--- config.mk ---
export PLATFORM = sky130hd
export DESIGN_NAME = pcie_link_seq
export DESIGN_NICKNAME = d
export VERILOG_FILES = /design/src/rtl/pcie_link_seq.sv
export SDC_FILE = /design/constraint.sdc
export NUM_CORES = 1
export LEC_CHECK = 0
export BUFFER_PORTS_ARGS = -buffer_cell sky130_fd_sc_hd__clkbuf_2
export CORE_MARGIN = 8
export CORE_UTILIZATION = 60
export CTS_BUF_LIST = sky130_fd_sc_hd__clkbuf_16
export DETAILED_ROUTE_END_ITERATION = 6
export GPL_ROUTABILITY_DRIVEN = 1
export PLACE_DENSITY_LB_ADDON = 0.08
export SLEW_MARGIN = 20
export SYNTH_ARGS = -nofsm -noshare
export SYNTH_HDL_FRONTEND = slang
export SYNTH_SLANG_ARGS = --single-unit
export TNS_END_PERCENT = 30
--- constraint.sdc ---
create_clock -name gclk -period 3.2 [get_ports gclk]
set_input_delay 0.64 -clock gclk [delete_from_list [all_inputs] [get_ports gclk]]
set_output_delay 0.64 -clock gclk [all_outputs]
set_load 0.02 [all_outputs]
--- src/rtl/pcie_link_seq.sv ---
// Power-up / recovery sequencer for the single-lane PCIe hard IP: sequences PLL and
// GXB powerdown and core reset, watches lock, calibration and LTSSM, retries on failure.
module pcie_link_seq #(
  parameter int unsigned PWRDN_CYC    = 64,
  parameter int unsigned LOCK_STABLE  = 1000,
  parameter int unsigned CAL_TIMEOUT  = 5000000,
  parameter int unsigned LINK_TIMEOUT = 10000000,
  parameter int unsigned DOWN_CYC     = 1000,
  parameter int unsigned RETRY_MAX    = 8,
  parameter int unsigned LED_DIV      = 22
) (
  input  logic       gclk,
  input  logic       rst_n,
  input  logic       pll_locked,
  input  logic       reconfig_busy,
  input  logic [4:0] ltssm,
  input  logic       restart,
  output logic       pll_powerdown,
  output logic       gxb_powerdown,
  output logic       pcie_rstn,
  output logic       link_up,
  output logic       fault,
  output logic [2:0] state,
  output logic [3:0] retry_cnt,
  output logic       led
);

  typedef enum logic [2:0] {
    PWRDN     = 3'd0,
    WAIT_LOCK = 3'd1,
    WAIT_CAL  = 3'd2,
    WAIT_LINK = 3'd3,
    UP        = 3'd4,
    FAULT     = 3'd5
  } state_e;

  localparam logic [4:0]  LTSSM_L0   = 5'h0F;
  // Terminal counts are one less than the cycle counts: the counter starts at 0 on entry.
  localparam logic [23:0] PWRDN_LAST = 24'(PWRDN_CYC - 1);
  localparam logic [23:0] LOCK_LAST  = 24'(LOCK_STABLE - 1);
  localparam logic [23:0] CAL_LAST   = 24'(CAL_TIMEOUT - 1);
  localparam logic [23:0] LINK_LAST  = 24'(LINK_TIMEOUT - 1);
  localparam logic [23:0] DOWN_LAST  = 24'(DOWN_CYC - 1);
  localparam logic [4:0]  RETRY_LIM  = 5'(RETRY_MAX);

  logic [1:0] lock_sync_q;
  logic [1:0] busy_sync_q;
  logic [1:0][4:0] ltssm_sync_q;
  logic       locked_s, busy_s;
  logic [4:0] ltssm_s;

  always_ff @(posedge gclk or negedge rst_n) begin
    if (!rst_n) begin
      lock_sync_q  <= '0;
      busy_sync_q  <= '0;
      ltssm_sync_q <= '0;
    end else begin
      lock_sync_q  <= {lock_sync_q[0], pll_locked};
      busy_sync_q  <= {busy_sync_q[0], reconfig_busy};
      ltssm_sync_q <= {ltssm_sync_q[0], ltssm};
    end
  end

  assign locked_s = lock_sync_q[1];
  assign busy_s   = busy_sync_q[1];
  assign ltssm_s  = ltssm_sync_q[1];

  state_e             state_q, state_d;
  logic [23:0]        cnt_q, cnt_d;
  logic [3:0]         retry_q, retry_d;
  logic [LED_DIV-1:0] div_q, div_d;
  logic               led_q, led_d;
  logic               pll_pd_q, pll_pd_d;
  logic               gxb_pd_q, gxb_pd_d;
  logic               rstn_q, rstn_d;
  logic               link_q, link_d;
  logic               fault_q, fault_d;
  logic               fail;
  logic               tick_slow, tick_fast;

  always_comb begin
    state_d = state_q;
    cnt_d   = cnt_q + 24'd1;
    retry_d = retry_q;
    fail    = 1'b0;
    case (state_q)
      PWRDN:
        if (cnt_q == PWRDN_LAST) state_d = WAIT_LOCK;
      WAIT_LOCK:
        if (!locked_s) cnt_d = '0;
        else if (cnt_q == LOCK_LAST) state_d = WAIT_CAL;
      WAIT_CAL:
        if (!locked_s || cnt_q == CAL_LAST) fail = 1'b1;
        else if (!busy_s) state_d = WAIT_LINK;
      WAIT_LINK:
        if (!locked_s || cnt_q == LINK_LAST) fail = 1'b1;
        else if (ltssm_s == LTSSM_L0) begin
          state_d = UP;
          retry_d = '0;
        end
      UP:
        if (!locked_s) fail = 1'b1;
        else if (ltssm_s == LTSSM_L0) cnt_d = '0;
        else if (cnt_q == DOWN_LAST) fail = 1'b1;
      FAULT:
        cnt_d = cnt_q;
      default:
        state_d = PWRDN;
    endcase
    if (fail) begin
      retry_d = (retry_q == 4'hF) ? 4'hF : retry_q + 4'd1;
      state_d = (({1'b0, retry_q} + 5'd1) >= RETRY_LIM) ? FAULT : PWRDN;
    end
    if (restart) begin
      retry_d = '0;
      state_d = PWRDN;
    end
    if (state_d != state_q || restart) cnt_d = '0;
  end

  // Outputs are registered from the next state so they move on the transition edge.
  always_comb begin
    pll_pd_d  = (state_d == PWRDN) || (state_d == FAULT);
    gxb_pd_d  = (state_d == PWRDN) || (state_d == FAULT) || (state_d == WAIT_LOCK);
    rstn_d    = (state_d == WAIT_LINK) || (state_d == UP);
    link_d    = (state_d == UP);
    fault_d   = (state_d == FAULT);
    div_d     = div_q + 1'b1;
    tick_slow = &div_q;
    tick_fast = &div_q[LED_DIV-4:0];
    led_d     = led_q;
    if (state_d == UP) led_d = 1'b1;
    else if ((state_d == FAULT) ? tick_fast : tick_slow) led_d = ~led_q;
  end

  always_ff @(posedge gclk or negedge rst_n) begin
    if (!rst_n) begin
      state_q  <= PWRDN;
      cnt_q    <= '0;
      retry_q  <= '0;
      div_q    <= '0;
      led_q    <= 1'b1;
      pll_pd_q <= 1'b1;
      gxb_pd_q <= 1'b1;
      rstn_q   <= 1'b0;
      link_q   <= 1'b0;
      fault_q  <= 1'b0;
    end else begin
      state_q  <= state_d;
      cnt_q    <= cnt_d;
      retry_q  <= retry_d;
      div_q    <= div_d;
      led_q    <= led_d;
      pll_pd_q <= pll_pd_d;
      gxb_pd_q <= gxb_pd_d;
      rstn_q   <= rstn_d;
      link_q   <= link_d;
      fault_q  <= fault_d;
    end
  end

  assign pll_powerdown = pll_pd_q;
  assign gxb_powerdown = gxb_pd_q;
  assign pcie_rstn     = rstn_q;
  assign link_up       = link_q;
  assign fault         = fault_q;
  assign state         = state_q;
  assign retry_cnt     = retry_q;
  assign led           = led_q;

endmodule

### Word level (Yosys, flattened, before mapping)

Cells that the tools add are included.

* register bits: 73
* output and inout port bits: 13

* equality and inequality tests: 18
* add/sub/neg operators: 4
* bitwise logic cells: 1
* $lt $le $gt $ge: 1
* multiplexer cells: 31
* reduce and logical (&&, ||, !) cells: 16

Operator list (count)
* 24-bit 2-to-1 mux: 4
* 24-bit case mux with 3 select lines: 1
* 3-bit 2-to-1 mux: 10
* 24-bit by 1-bit adder with 24-bit output, second input constant: 1
* 24-bit by 10-bit equality test with 1-bit output, second input constant: 1
* 24-bit by 23-bit equality test with 1-bit output, second input constant: 1
* 24-bit equality test, second input constant: 1
* 24-bit by 6-bit equality test with 1-bit output, second input constant: 1
* 4-bit 2-to-1 mux: 6
* 22-bit by 1-bit adder with 22-bit output, second input constant: 1
* 22-bit AND reduction: 1
* 19-bit AND reduction: 1
* 3-bit case mux with 5 select lines: 1
* 3-bit equality test, second input constant: 4
* 3-bit by 2-bit equality test with 1-bit output, second input constant: 3
* 1-bit 2-to-1 mux: 8
* 3-bit by 1-bit equality test with 1-bit output, second input constant: 2
* 3-bit zero test: 2
* 1-bit logical OR: 6
* 3-bit nonzero test: 2
* 4-bit by 1-bit adder with 5-bit output, second input constant: 1
* 5-bit by 4-bit equality test with 1-bit output, second input constant: 1
* 5-bit by 4-bit >= comparator with 1-bit output, second input constant: 1
* 4-bit by 1-bit adder with 4-bit output, second input constant: 1
* other kinds (10): 10

### Longest topological paths before layout

* depth in word-level cells: 11
* gate-level depth with buffers: 10
* depth with buffers taken out: 9

### Worst setup path after synthesis

No wires, ideal clock.

* path kind: register -> register
* from: register state_q[0] (netlist: state[0])
* to: register cnt_q[16]
* path buffers: 2
* clock period less this slack: 2.901 ns
* slack: 0.299 ns
* data arrival time: 2.762 ns
* cell stages (with the launch flop): 10
* cell sequence: dfrtp_1 -> clkbuf_8 -> or3b_2 -> o21bai_1 -> or4_2 -> nand3_2 -> nor2_1 -> o21ai_1 -> buf_2 -> nor4_2

* longest elaborated chain between the ends: 8

Ends and longest elaborated chain
* from (decl): RTL line 68 `state_e state_q, state_d;`
* from (signal assigned): RTL line 149 `state_q <= state_d;`
* 3-bit equality test (tied with other cells): RTL line 86 `case (state_q)`
* 2-bit OR reduction (no source line) (tied with other cells)
* 3-bit case mux with 5 select lines: RTL line 86
* 3-bit 2-to-1 mux: RTL line 110 `if (fail) begin`
* 3-bit 2-to-1 mux: RTL line 114 `if (restart) begin`
* 3-bit inequality test: RTL line 118 `if (state_d != state_q || restart) cnt_d = '0;`
* 1-bit logical OR: RTL line 118
* 2-bit inequality test (no source line) or 24-bit 2-to-1 mux (tied branches)
* to (signal assigned): RTL line 150 `cnt_q <= cnt_d;`
* to (decl): RTL line 69 `logic [23:0] cnt_q, cnt_d;`

Several ways; a longest one is shown, not always the timed one.
A chain may end at the register's enable or synchronous reset.

### Worst setup path after layout

* from: register cnt_q[0]
* to: register cnt_q[9]

* longest elaborated chain between the ends: 10

Ends and longest elaborated chain
* 24-bit by 10-bit equality test with 1-bit output: RTL line 91, 104
* 1-bit 2-to-1 mux: RTL line 104 `else if (cnt_q == DOWN_LAST) fail = 1'b1;`
* 1-bit 2-to-1 mux: RTL line 103 `else if (ltssm_s == LTSSM_L0) cnt_d = '0;`
* 1-bit 2-to-1 mux: RTL line 102 `if (!locked_s) fail = 1'b1;`
* 1-bit case mux with 3 select lines: RTL line 86
* 3-bit 2-to-1 mux: RTL line 110
* 3-bit 2-to-1 mux: RTL line 114
* 3-bit inequality test: RTL line 118
* 1-bit logical OR: RTL line 118
* 2-bit inequality test (no source line) or 24-bit 2-to-1 mux (tied branches)

Several ways; a longest one is shown, not always the timed one.

==> flow_summary.yaml <==
timing:
  fin_crit_sh: 0.965
  rsz0062_at_grt: "false"
  tightestPinTransition_ns: 0.569
  slew_headroom: 0.618
  tns_ns: 0
  finalHoldViolCount: 0
  finalSetupViolCount: 0
  clock_skew_ns: 0.00704
  max_freq_mhz: 324
  slew_violations: 0
  finalWorstSetupSlack_ns: 0.113
  min_period_ns: 3.09
grt:
  grt_overflow: 0
  grt_pass1_vias: 2837
  grt_start_max_net_pins: 31
  gr-usage-all-layers: 0.197
  antenna_found_initial: 0
  grt_first_pass_wirelength_mm: 13.8
cells_and_area:
  fillCellCount: 403
  final_nets: 404
  area_delta_synth_final_pct: 17.5
  final_util: 0.735
  diodes: 0
  fin_area_um2: 4400
  regArea_um2: 1830
  multi_input_area_um2: 1810
  drive_gt1_frac: 0.273
clocking:
  tritoncts: "yes"
  clk_pin_slew_ns: 0.06
  h-tree-depth: 3
  clock-root-buffer: "clkbuf_16"
  clkLatencyLatePin_ns: 0.33
  clockBufferDepth: 2
  numCtsBuffers: 9
  clkSinkCount: 73
yosys:
  yosysMostFrequentCell: "dfrtp_1"
  netlist_area_um2: 3750
  yosysWarnings: 0
  synth_seq_cells: 73
  avgSynthCellArea_um2: 11.0
  synth_enable_flop_cells: 0
  yosys-top-cells-area: "dfrtp_1 47%, xnor2_1 5.6%, nor4_2 5.0%"
  synth_nets: 354
  synth_top_area_cell: "dfrtp_1"
  async_flop_share: 1.00
  postSynthCellCount: 340
  synth_cell_type_count: 65
  ys.flop_type: "dfrtp_1"
  seq_area_frac_synth: 0.489
  synth_top_cell_area_share: 0.468
  netlist_top_cells_count: "70 x dfrtp_1, 24 x nand2_1, 24 x xnor2_1, 21 x nand3_1, 20 x nor2_1"
run_status:
  outcome: "complete, no violations"
setup_path:
  r2r_cells: 10
  timing.rr.start: "cnt_q[0]"
  slowest_delay_ns: 0.56
  crit_arrival_ns: 3.32
  reg2reg_setup_slack_ns: 0.11
  path_delay_family: "simple AND/OR/NAND/NOR gates"
  crit_path_start: "cnt_q[0]"
  critical_path.slowest_cell: "or4_1"
  cp-end-kind: "register"
  critPathLaunchType: "register"
  crit_chain: "ha_2 > nand4_2 > or4_1 > or3_4 > o21a_1 > o31ai_4 > o21bai_4 > xnor2_4 > buf_4 > nor4_2"
  cp.depth: 10
  worstSetupPathType: "reg2reg"
  cp.required_ns: 3.44
  critPathBufInv: 1
  critPathMaxFanout: 7
route:
  wirelength_mm: 8.28
  wl_per_cell_um: 17.6
  routedLengthMet1_mm: 3.70
  dr.first_iter.drc_count: 185
  vias: 2808
  highest_layer: "met4"
  drc: 0
  via_per_inst: 5.97
  route.met3.wl_um: 375
  met2_length_mm: 4.08
  antenna_left: 0
  firstDrtPassIters: 4
pwr:
  vdd_drop_max_mv: 0.406
  p_leak_nw: 1.96
  p_per_area_nw_per_um2: 435
placed_design:
  placed_area_um2: 4030
  dpl_worst_slack_ns: -0.0362
  io_buffers: 22
  hpwl_mm: 5.56
  gp_congestion: 0.886
floorplan:
  die-area_um2: 9030
  io_pins: 23
  fp-row-count: 28
  die_y_um: 95.0
  initial_core_util: 0.625
  die-width_um: 95.0
  core_um2: 5990
hold_path:
  min_path_type: "in2async"
run:
  cap_violations: 0
==> final cells by class <==
class	count	share of cell area
Clock buffer	9	0.0512
Clock inverter	7	0.0108
Inverter	9	0.00767
Multi-Input combinational cell	245	0.411
Sequential cell	73	0.416
Tap cell	75	0.0213
Timing Repair Buffer	52	0.0819
==> final timing paths <==
| path | to |
|---|---|
| min in group gclk | lock_sync_q[1] |
| worst min-delay path | cnt_q[18] |
| worst min register to register | lock_sync_q[1] |
| worst max register to register | cnt_q[9] |
| max in group asynchronous | cnt_q[2] |
| worst max-delay path | cnt_q[9] |
==> per-stage QoR <==
step | hold slack [ns] | total power [mW] | std cells
floorplan | 0.331 | 0.981 | 340
global placement | 0.334 | 1.01 | 448
detailed placement | 0.335 | 1.02 | 448
CTS | 0.277 | 1.92 | 465
global route | 0.292 | 1.97 | 470
finish | 0.262 | 1.91 | 470
==> metal layers <==
metal	vias to the layer above	track usage
li1	1335	-
met1	1388	0.248
met4	0	0.0858
met3	15	0.0503
met2	70	0.316
met5	-	0
==> power by group <==
| group | switching [mW] | internal (mW) | total [mW] |
|---|---|---|---|
| Combinational | 0.0382 | 0.0180 | 0.0562 |
| Sequential | 0.00775 | 0.936 | 0.944 |
| Clock | 0.391 | 0.524 | 0.915 |
| Total | 0.437 | 1.48 | 1.91 |
==> placed cells by master, fill, tap and decap left out, types with 2 or more instances in the layout <==
cell / instances
ha_1: 3
a31oi_1: 3
nand2b_1: 2
o31a_1: 2
o21ai_0: 5
nor4_1: 7
or2_1: 2
xor2_1: 18
dfstp_2: 3
nand3_1: 21
nor2b_1: 4
nand3b_1: 2
nor4_2: 16
a211oi_1: 2
or4_1: 3
a311oi_1: 2
a22oi_1: 2
nor2_1: 19
buf_4: 28
and2_1: 4
clkbuf_2: 21
nor3_1: 12
and4_1: 3
a21o_1: 4
nor3b_1: 2
xnor2_1: 24
buf_12: 2
and4bb_2: 2
inv_1: 11
nand4_1: 16
dfrtp_1: 70
xnor2_4: 2
nand2_1: 24
clkbuf_16: 9
or2_2: 2
and3_1: 9
clkinv_4: 3
==> registers in the layout (all words and copies together), names as in the netlist, 2 cells and up <==
name / count
ltssm_s: 5
ltssm_sync_q: 5
retry_cnt: 4
busy_sync_q: 2
cnt_q: 24
lock_sync_q: 2
div_q: 22
state: 3
==> repair_timing <==
action / 4_1_cts / 5_1_grt
hold buffers: 0 / 0
endpoints found under the setup margin: 8 / 27
buffers inserted: 0 / 4
cloned: 1 / 1
pin swaps: 0 / 4
resized for setup: 1 / 3
==> kinds of logic (layout without fill, tap and decap cells) <==
kind of cell	after synthesis	in the layout	share of synthesized area
xor gates and xnor gates	43	45	0.106
and+or+nand+nor	164	164	0.280
DFF	73	73	0.489
buffers and inverters	24	77	0.0438
AOI/OAI and AO/OA	32	32	0.0691
adders and majority gates	4	4	0.0134
==> worst reg2reg max path: stages (launching register included) <==
cell and delay, ns:
dfrtp_1 0.40, ha_2 0.23, nand4_2 0.11, or4_1 0.57
or3_4 0.42, o21a_1 0.22, o31ai_4 0.24, o21bai_4 0.21
xnor2_4 0.16, buf_4 0.20, nor4_2 0.24
Note: power is estimated with default switching activity, not from simulation.
